`src/rtl/cpu_controller.sv`:
```
// cpu_controller: multicycle fetch/decode/execute sequencer driving the alu/regfile cluster and one sync-read memory.
// Latency: 3 cycles per instruction (FETCH, DECODE, EXECUTE); LOAD takes 4 (adds LOADWB).
// Backpressure: none; memory and regfile answer in fixed time, so the sequence never stalls.
module cpu_controller #(
   parameter logic [15:0] RESET_PC = 16'h0000
) (
   input  logic        clk,
   input  logic        reset,
   input  logic [15:0] mem_rdata,
   output logic [15:0] mem_addr,
   output logic [15:0] mem_wdata,
   output logic        mem_we,
   output logic [3:0]  ra1,
   output logic [3:0]  ra2,
   output logic [3:0]  wa,
   output logic        regwrite,
   output logic [15:0] wd,
   input  logic [15:0] rd1,
   input  logic [15:0] rd2,
   output logic [15:0] alu_src,
   output logic [15:0] alu_dest,
   output logic [3:0]  aluop,
   output logic [3:0]  opext,
   input  logic [15:0] alu_result,
   input  logic [5:0]  alu_psr,
   output logic [5:0]  psr,
   output logic [15:0] pc,
   output logic        instr_done
);

   typedef enum logic [1:0] {FETCH, DECODE, EXECUTE, LOADWB} state_t;

   state_t      state, state_nxt;
   logic [15:0] pc_q;
   logic [15:0] ir;
   logic [5:0]  psr_q;

   // Instruction field decode; everything below is a pure function of ir.
   logic [3:0]  opc, fn;
   logic        fn_alu, opc_alu;
   logic        is_rtype, is_cmp, is_imm, is_load, is_stor, is_br;
   logic        alu_class, alu_wr;
   logic [15:0] imm_ext;
   logic [3:0]  alu_op_dec;
   logic [15:0] br_target;
   logic        br_taken;

   assign opc = ir[15:12];
   assign fn  = ir[7:4];

   assign fn_alu  = (fn == 4'b0001) || (fn == 4'b0010) || (fn == 4'b0011) ||
                    (fn == 4'b0101) || (fn == 4'b1001);
   assign opc_alu = (opc == 4'b0001) || (opc == 4'b0010) || (opc == 4'b0011) ||
                    (opc == 4'b0101) || (opc == 4'b1001);

   assign is_rtype  = (opc == 4'b0000) && fn_alu;
   assign is_cmp    = (opc == 4'b0000) && (fn == 4'b1011);
   assign is_imm    = opc_alu || (opc == 4'b1011);
   assign is_load   = (opc == 4'b0100) && (fn == 4'b0000);
   assign is_stor   = (opc == 4'b0100) && (fn == 4'b0100);
   assign is_br     = (opc == 4'b1100);
   assign alu_class = is_rtype || is_cmp || is_imm;
   // Compares (CMP, CMPI) update flags only.
   assign alu_wr    = is_rtype || opc_alu;

   // Logical immediates are zero-extended, arithmetic ones sign-extended.
   assign imm_ext = ((opc == 4'b0001) || (opc == 4'b0010) || (opc == 4'b0011)) ?
                    {8'h00, ir[7:0]} : {{8{ir[7]}}, ir[7:0]};

   // Compares map onto SUB; other ALU forms pass their op field straight through.
   assign alu_op_dec = is_rtype ? fn : (opc_alu ? opc : 4'b1001);

   // pc already points past the branch when EXECUTE runs, so the target is pc+disp.
   assign br_target = pc_q + {{8{ir[7]}}, ir[7:0]};

   assign ra1      = ir[3:0];
   assign ra2      = ir[11:8];
   assign wa       = ir[11:8];
   assign alu_dest = rd2;
   assign opext    = 4'b0000;
   assign psr      = psr_q;
   assign pc       = pc_q;

   // Branch condition evaluated against the latched flags.
   always_comb begin
      br_taken = 1'b0;
      case (ir[11:8])
         4'b0000: br_taken =  psr_q[3];
         4'b0001: br_taken = ~psr_q[3];
         4'b0010: br_taken =  psr_q[0];
         4'b0011: br_taken = ~psr_q[0];
         4'b0100: br_taken =  psr_q[2];
         4'b0101: br_taken = ~psr_q[2];
         4'b0110: br_taken =  psr_q[4];
         4'b0111: br_taken = ~psr_q[4];
         4'b1000: br_taken =  psr_q[1];
         4'b1001: br_taken = ~psr_q[1];
         4'b1110: br_taken = 1'b1;
         default: br_taken = 1'b0;
      endcase
   end

   // State register.
   always_ff @(posedge clk) begin
      if (reset) state <= FETCH;
      else       state <= state_nxt;
   end

   // Architectural state: instruction latch, pc advance/branch, flag capture.
   always_ff @(posedge clk) begin
      if (reset) begin
         pc_q  <= RESET_PC;
         ir    <= 16'h0000;
         psr_q <= 6'b000000;
      end else begin
         case (state)
            DECODE: begin
               ir   <= mem_rdata;
               pc_q <= pc_q + 16'd1;
            end
            EXECUTE: begin
               if (alu_class)          psr_q <= alu_psr;
               if (is_br && br_taken)  pc_q  <= br_target;
            end
            default: ;
         endcase
      end
   end

   // Next-state sequencing; only LOAD takes the extra write-back cycle.
   always_comb begin
      state_nxt = FETCH;
      case (state)
         FETCH:   state_nxt = DECODE;
         DECODE:  state_nxt = EXECUTE;
         EXECUTE: state_nxt = is_load ? LOADWB : FETCH;
         LOADWB:  state_nxt = FETCH;
         default: state_nxt = FETCH;
      endcase
   end

   // Per-state datapath controls; reset masks every write strobe in the same cycle.
   always_comb begin
      regwrite   = 1'b0;
      mem_we     = 1'b0;
      mem_addr   = pc_q;
      mem_wdata  = rd2;
      alu_src    = is_imm ? imm_ext : rd1;
      aluop      = alu_class ? alu_op_dec : 4'b0000;
      wd         = alu_result;
      instr_done = 1'b0;
      case (state)
         EXECUTE: begin
            instr_done = ~is_load;
            if (is_load || is_stor) mem_addr = rd1;
            if (is_stor)            mem_we   = 1'b1;
            if (alu_wr)             regwrite = 1'b1;
         end
         LOADWB: begin
            wd         = mem_rdata;
            regwrite   = 1'b1;
            instr_done = 1'b1;
         end
         default: ;
      endcase
      if (reset) begin
         regwrite   = 1'b0;
         mem_we     = 1'b0;
         instr_done = 1'b0;
      end
   end

endmodule
```
`config.mk`:
```
export PLATFORM = sky130hd
export DESIGN_NAME = cpu_controller
export DESIGN_NICKNAME = d
export VERILOG_FILES = /design/src/rtl/cpu_controller.sv
export SDC_FILE = /design/constraint.sdc
export NUM_CORES = 1
export LEC_CHECK = 0
export ABC_AREA = 1
export CAP_MARGIN = 20
export CORE_AREA = 3 3 106 108
export DETAILED_ROUTE_END_ITERATION = 10
export DIE_AREA = 0 0 109 111
export PLACE_DENSITY = 0.71
export SETUP_SLACK_MARGIN = 0.05
export SYNTH_ARGS = -nofsm -noshare
export SYNTH_HDL_FRONTEND = slang
export SYNTH_SLANG_ARGS = --single-unit
```
`constraint.sdc`:
```
create_clock -name clk -period 6.3 [get_ports clk]
set_input_delay 1.26 -clock clk [delete_from_list [all_inputs] [get_ports clk]]
set_output_delay 1.26 -clock clk [all_outputs]
set_load 0.005 [all_outputs]
```
-- Yosys cells after proc, flatten, opt, wreduce, memory -nomap -nowiden
Index checks and enable logic that the tools add are counted.
Widths: inputs -> output; s select.
- bitwise logic cells: 6
- eq/ne operators: 29
- reductions and logical operators: 25
- add/sub/neg operators: 2
- muxes and demuxes: 21
- operators with widths (operator ; count):
    $mux 16 ; 6
    $eq 4x3->1 const B ; 8
    $eq 4x4->1 const B ; 8
    $pmux 16 s2 ; 1
    $eq 4x2->1 const B ; 6
    $add 16x1->16 const B ; 1
    $add 16x16->16 ; 1
    $logic_or 1x1->1 ; 13
    $eq 4x1->1 const B ; 3
    $logic_not 4->1 ; 3
    $mux 4 ; 3
    $pmux 1 s11 ; 1
    $pmux 2 s4 ; 1
    $mux 1 ; 6
    $not 1->1 ; 6
    $logic_and 1x1->1 ; 5
    $eq 2x2->1 const B ; 2
    $pmux 1 s2 ; 2
    $reduce_and 2->1 ; 2
    $eq 2x1->1 const B ; 1
    $logic_not 2->1 ; 1
    $mux 2 ; 1
    $ne 2x2->1 const B ; 1
    $reduce_bool 2->1 ; 1
- output and inout port bits: 125
- bits in registers: 40

-- Longest topological paths before layout
Gate-level depths: netlist of run 1.
- depth after elaboration: 10
- depth in mapped cells: 17
- mapped depth without buffers: 17

-- Worst setup path before layout of run 1
OpenSTA, ideal clock, no wires.
- kind: input to output
- start point: input port reset
- end point: output port regwrite
- arrival time: 1659 ps
- path buffers: 1
- stages on the path: 2
- path slack: 3381 ps
- data required time: 5040 ps
- cell sequence: clkbuf_1 -> a311oi_1
- word-level cells in the longest chain between the ends: 1
- RTL lines (element ; RTL line ; source):
    start, declared ; 8 ; input logic reset,
    $mux 1 ; 166 ; if (reset) begin
    end, declared ; 16 ; output logic regwrite,
Every way passes these cells.

-- Worst setup path in the final report of run 1
- start point: register ir[13]
- end point: output port alu_src[13]
- word-level cells in the longest chain between the ends: 7
- elaborated cells between the ends (all ways): 13
- those cells by class: eq/ne: 6; mux: 2; reduce/logical: 5
- RTL lines (element ; RTL line ; source):
    start, declared ; 35 ; logic [15:0] ir;
    start signal, assigned ; 118 ; ir <= mem_rdata;
    $eq 4x1->1 or $eq 4x2->1 (tied branches) ; 53, 67 ;
    $logic_or 1x1->1 (2 in series) ; 53, 67 ;
    $logic_or 1x1->1 ; 53 ; assign opc_alu = (opc == 4'b0001) || (opc == 4'b0010) || (opc == 4'b0011) ||
    $logic_or 1x1->1 ; 54 ; (opc == 4'b0101) || (opc == 4'b1001);
    $logic_or 1x1->1 ; 58 ; assign is_imm = opc_alu || (opc == 4'b1011);
    $mux 16 * ; 148 ; alu_src = is_imm ? imm_ext : rd1;
    end, declared ; 20 ; output logic [15:0] alu_src,
Every way passes the cells marked *; elsewhere a longest branch is shown, timed or not.

==> results of run 1 <==
==> metrics by stage <==
stage	setup WS (ps)	cell area [sq um]	hold WS, ps
after detailed placement	2330	4640	476
after global placement	2330	4640	470
after CTS	2070	4720	493
final	2060	4740	487
after global routing	1800	4740	511
after floorplan	3380	3500	460
==> critical path: stages, from the launching register on <==
cell and delay [ps]:
dfxtp_1 360, nor2_2 150, inv_2 70, nand2_1 90
nand2_1 90, a31oi_2 600, inv_1 340, nand3_1 320
o21ai_0 170, clkdlybuf4s50_1 480
==> final cells by class <==
cell class              count  area (sq um)  area share
clock buffers               5          68.8      0.0145
inverters                  69           262      0.0552
clock inverters             2          12.5     0.00264
flip-flops and latches     40           801       0.169
well taps                 136           170      0.0359
repair buffers            145          1460       0.307
multi-input cells         359          1970       0.415
==> sequential cells by signal, summed over array words and instances (netlist names) <==
| register | flops |
|---|---|
| psr | 6 |
| pc | 16 |
| ir | 16 |
| state | 2 |
==> power by group <==
| group | total, W | leakage (nW) | internal (W) | switching, W |
|---|---|---|---|---|
| registers | 0.000351 | 0.329 | 0.000292 | 0.0000591 |
| logic | 0.000534 | 1.65 | 0.000279 | 0.000254 |
| clock network | 0.000177 | 0.0400 | 0.0000753 | 0.000102 |
| total | 0.00106 | 2.02 | 0.000646 | 0.000416 |
==> worst max path at each step <==
stage                        to  slack (ps)  depth (start not counted)
finish              alu_src[13]        2060                          9
global route        alu_src[13]        1800                          9
CTS                 alu_src[13]        2070                          9
detailed placement     regwrite        2330                          3
global placement       regwrite        2330                          3
floorplan              regwrite        3380                          2
==> synth_stat cells (19+ instances only) <==
library cell	number
o21ai_0	58
a21oi_1	28
nor2_1	51
inv_1	61
nand2_1	95
buf_4	50
dfxtp_1	40
nand3_1	34
mux2_2	19
==> cells by family (layout without fill, tap and decap cells) <==
kind of cell / count (synthesis) / in the layout / synth area share
AND/OR/NAND/NOR: 210 / 210 / 0.269
buffers and inverters: 136 / 221 / 0.209
AO/OA/AOI/OAI: 107 / 107 / 0.170
flip-flops: 40 / 40 / 0.230
multiplexers: 20 / 20 / 0.0646
XOR/XNOR: 10 / 10 / 0.0251
adder cells (fa/ha/maj): 8 / 8 / 0.0308
other: 1 / 4 / 0.00108
==> routing by layer <==
metal | GRT usage | vias up | wire [microns]
met2 | 0.297 | 163 | 5110
met5 | 0 | - | 0
li1 | - | 1863 | -
met1 | 0.229 | 1651 | 4810
met3 | 0.0454 | 27 | 988
met4 | 0.0682 | 0 | 233
==> cells in the final DEF (no fill, tap or decap), types with 7 or more instances in the layout <==
cell type        instances
dfxtp_1                 40
xor2_1                   7
inv_2                    7
nand2_1                 95
ha_1                     7
o21ai_0                 58
mux2_2                  19
nand3_1                 34
inv_1                   61
nand4_1                  7
nor2_1                  51
a21oi_1                 28
clkdlybuf4s50_1        144
==> impl_metrics.toml, run 1 <==
[status]
status = "finished clean"

[clock_network]
worstSkewPairLatency_ps = 300
cts_setup_buffers = 0
clockRootBuffer = "clkbuf_8"
htreeDepth = 2
cts_buffers = 5
hold_buffers = 0
clk_pin_slew_ps = 90
tritoncts = "done"
clk_path_buf_depth = 2
cts_resized = 0
cts_sinks = 40

[floorplanning]
die_h_microns = 111
coreArea_sq_um = 10300
io_pins = 197
die_area_sq_um = 12100
rows = 37
dieWidth_microns = 109
floorplan.initialDensity = 0.338

[global_route]
overflow = 0
antenna_found_initial = 0
grt_pass1_wl_microns = 18000
grt_pass1_vias = 3754
grt_usage = 0.182
grt_max_degree = 36

[drt]
drt_wl_total_microns = 11100
ant_nets = 0
drt_iter0_markers = 215
vias = 3704
route.detailed.drc = 0
drt_pass1_iterations = 4
vias_per_cell = 4.90
routedWlPerCell_microns = 14.7

[final_layout]
drive_gt1_frac = 0.0871
final-instance-count-excl-fill = 756
antennaDiodeCount = 0
fill_cells = 1046
nNetsFinal = 700
area_growth_pct = 35.8
fin_util = 0.459

[worst_setup_path]
rr_endpoint = "pc[12]"
cp_max_fo = 16
crit_type = "reg2out"
rrSetupSlack_ps = 3420
critPathRequiredTime_ps = 5040
end_kind = "output port"
setup.worst_path.start = "ir[13]"
r2r_cells = 16
cp.arrival_ps = 2980
regToRegStartpoint = "state[1]"
start_kind = "flip-flop"

[timing]
final-setup-viol-count = 0
finalCritPeriodShare = 0.672
clock_skew_ps = 10.1
setup-tns-final_ps = 0
timing_worst_slew_pin_value_ps = 929
fmax_mhz = 236
hold_viol = 0
post-route-min-period_ps = 4240
rsz0062_at_grt = "no"
slew_headroom = 0.381
drv_slew = 0

[pwr]
powerDensity_nw_per_um2 = 224
ir_worst_vdd_mv = 0.0893
p_leak_nw = 2.02
p_total_w = 0.00106

[place]
globalplace.congestion = 0.895
io_buffers = 144
dp_hpwl_microns = 8600
place_inst = 748

[logic_synthesis]
yosysUniqueCellTypes = 43
async_flop_share = 0
avgSynthCellArea_sq_um = 6.56
synth_area_leaders = "dfxtp_1, buf_4, nand2_1, o21ai_0, inv_1"
synth_edf_count = 0
seq_area_frac_synth = 0.230
ys.flop_type = "dfxtp_1"
yosysTopAreaCell = "dfxtp_1"
synth_top_cell_area_share = 0.230
synth_seq_cells = 40
netlist_area_sq_um = 3490
synthCells = 532
yosys_warnings = 0

[hold_path]
hold_class = "reg2reg"
hold_path_depth = 2
hold_end = "psr[5]"
hold_start = "psr[5]"

[job]
drv_cap = 0
Note: power is estimated with default switching activity, not from simulation.
==> run 2: changes to the inputs <==
Clock period 6.3 ns to 4.01 ns, I/O delays scaled along.
==> impl_metrics.toml, run 2 (synthesized netlist as in run 1, its figures left out) <==
[final_layout]
final_cell_area_sq_um = 4750
antennaDiodeCount = 0
fill_cells = 1036
area_growth_pct = 36.3
most-common-layout-cells = "clkdlybuf4s50_1, nand2_1, inv_1"
layout_commonest_cell = "clkdlybuf4s50_1"
nNetsFinal = 702
fin_util = 0.460
drive_gt1_frac = 0.0899

[floorplanning]
dieWidth_microns = 109
die_h_microns = 111
rows = 37
die_area_sq_um = 12100
io_pins = 197
floorplan.initialDensity = 0.338
coreArea_sq_um = 10300

[drt]
vias = 3696
vias_per_cell = 4.87
drt_wl_total_microns = 10700
route.detailed.drc = 0
routedWlPerCell_microns = 14.1
drt_iter0_markers = 195
drt_pass1_iterations = 5
ant_nets = 0

[worst_setup_path]
start_kind = "flip-flop"
cp.arrival_ps = 2770
end_kind = "output port"
cp_max_fo = 28
critPathRequiredTime_ps = 3210
rrSetupSlack_ps = 1150
crit_type = "reg2out"

[clock_network]
cts_sinks = 40
clk_pin_slew_ps = 90
cts_buffers = 5
htreeDepth = 2
cts_setup_buffers = 0
cts_resized = 0
clk_path_buf_depth = 2
clockRootBuffer = "clkbuf_8"
hold_buffers = 0
worstSkewPairLatency_ps = 300
tritoncts = "done"

[timing]
slew_headroom = 0.404
timing_worst_slew_pin_value_ps = 893
post-route-min-period_ps = 3570
final-setup-viol-count = 0
drv_slew = 0
clock_skew_ps = 13.8
setup-tns-final_ps = 0
hold_viol = 0
fmax_mhz = 280
timing.hold.ws_ps = 497
finalCritPeriodShare = 0.891
rsz0062_at_grt = "no"

[global_route]
grt_usage = 0.176
overflow = 0
antenna_found_initial = 0
grt_pass1_wl_microns = 17500
grt_max_degree = 32
grt_pass1_vias = 3587

[pwr]
p_sw_frac = 0.384
switching_power_w = 0.000640
pwr-share-clk = 0.168
powerDensity_nw_per_um2 = 351
intPower_w = 0.00103
p_seq_frac = 0.329
pwr-share-comb = 0.503
ir_worst_vdd_mv = 0.139
p_leak_nw = 2.03

[hold_path]
hold_class = "reg2reg"

[job]
drv_cap = 0

[place]
dp_hpwl_microns = 8480
globalplace.congestion = 0.886
io_buffers = 144
place_area_sq_um = 4660

[status]
status = "finished clean"
## run 2: cell count changes in the layout (fill, tap and decap cells not counted), sizes merged
cell / previous run / this run
buf: 1 / 3
clkbuf: 5 / 6
## run 2: worst max-delay path, cell delays in order (launching register included)
cell,delay [ps]
dfxtp_1,640
nor2_1,120
nand4_1,130
o21a_1,720
mux2_2,410
clkdlybuf4s50_1,450
## run 2: worst paths after layout
path                               start          end  depth (start not counted)
worst min-delay path              psr[5]       psr[5]                          2
worst min register to register    psr[5]       psr[5]                          2
worst max-delay path               ir[7]  mem_addr[2]                          5
worst max register to register  state[1]       pc[12]                         16
## run 2: metrics by stage
step	power (W)	instances	setup WS (ps)
after floorplan	0.00100	535	1700
after global placement	0.00138	751	829
after detailed placement	0.00140	751	756
after CTS	0.00168	759	412
after global routing	0.00180	759	225
final	0.00167	759	437
## run 2: power by group through the flow
stage	Combinational (W)	Sequential [W]	Clock [W]
global placement	0.000829	0.000556	0
floorplan	0.000477	0.000525	0
detailed placement	0.000839	0.000558	0
CTS	0.000846	0.000549	0.000290
finish	0.000838	0.000549	0.000280
global route	0.000929	0.000563	0.000303
## run 2: cell type report
class | count | area, sq um | share of cell area
Tap cell | 136 | 170 | 0.0358
Sequential cell | 40 | 801 | 0.168
Multi-Input combinational cell | 359 | 1970 | 0.414
Inverter | 69 | 262 | 0.0550
Clock inverter | 2 | 16.3 | 0.00342
Timing Repair Buffer | 147 | 1460 | 0.308
Clock buffer | 6 | 72.6 | 0.0153
## run 2: routing by layer
layer / part of all wire / track usage / up-vias
met5: 0 / 0 / -
li1: - / - / 1869
met2: 0.47 / 0.296 / 161
met1: 0.42 / 0.220 / 1643
met3: 0.087 / 0.0448 / 23
met4: 0.014 / 0.0463 / 0
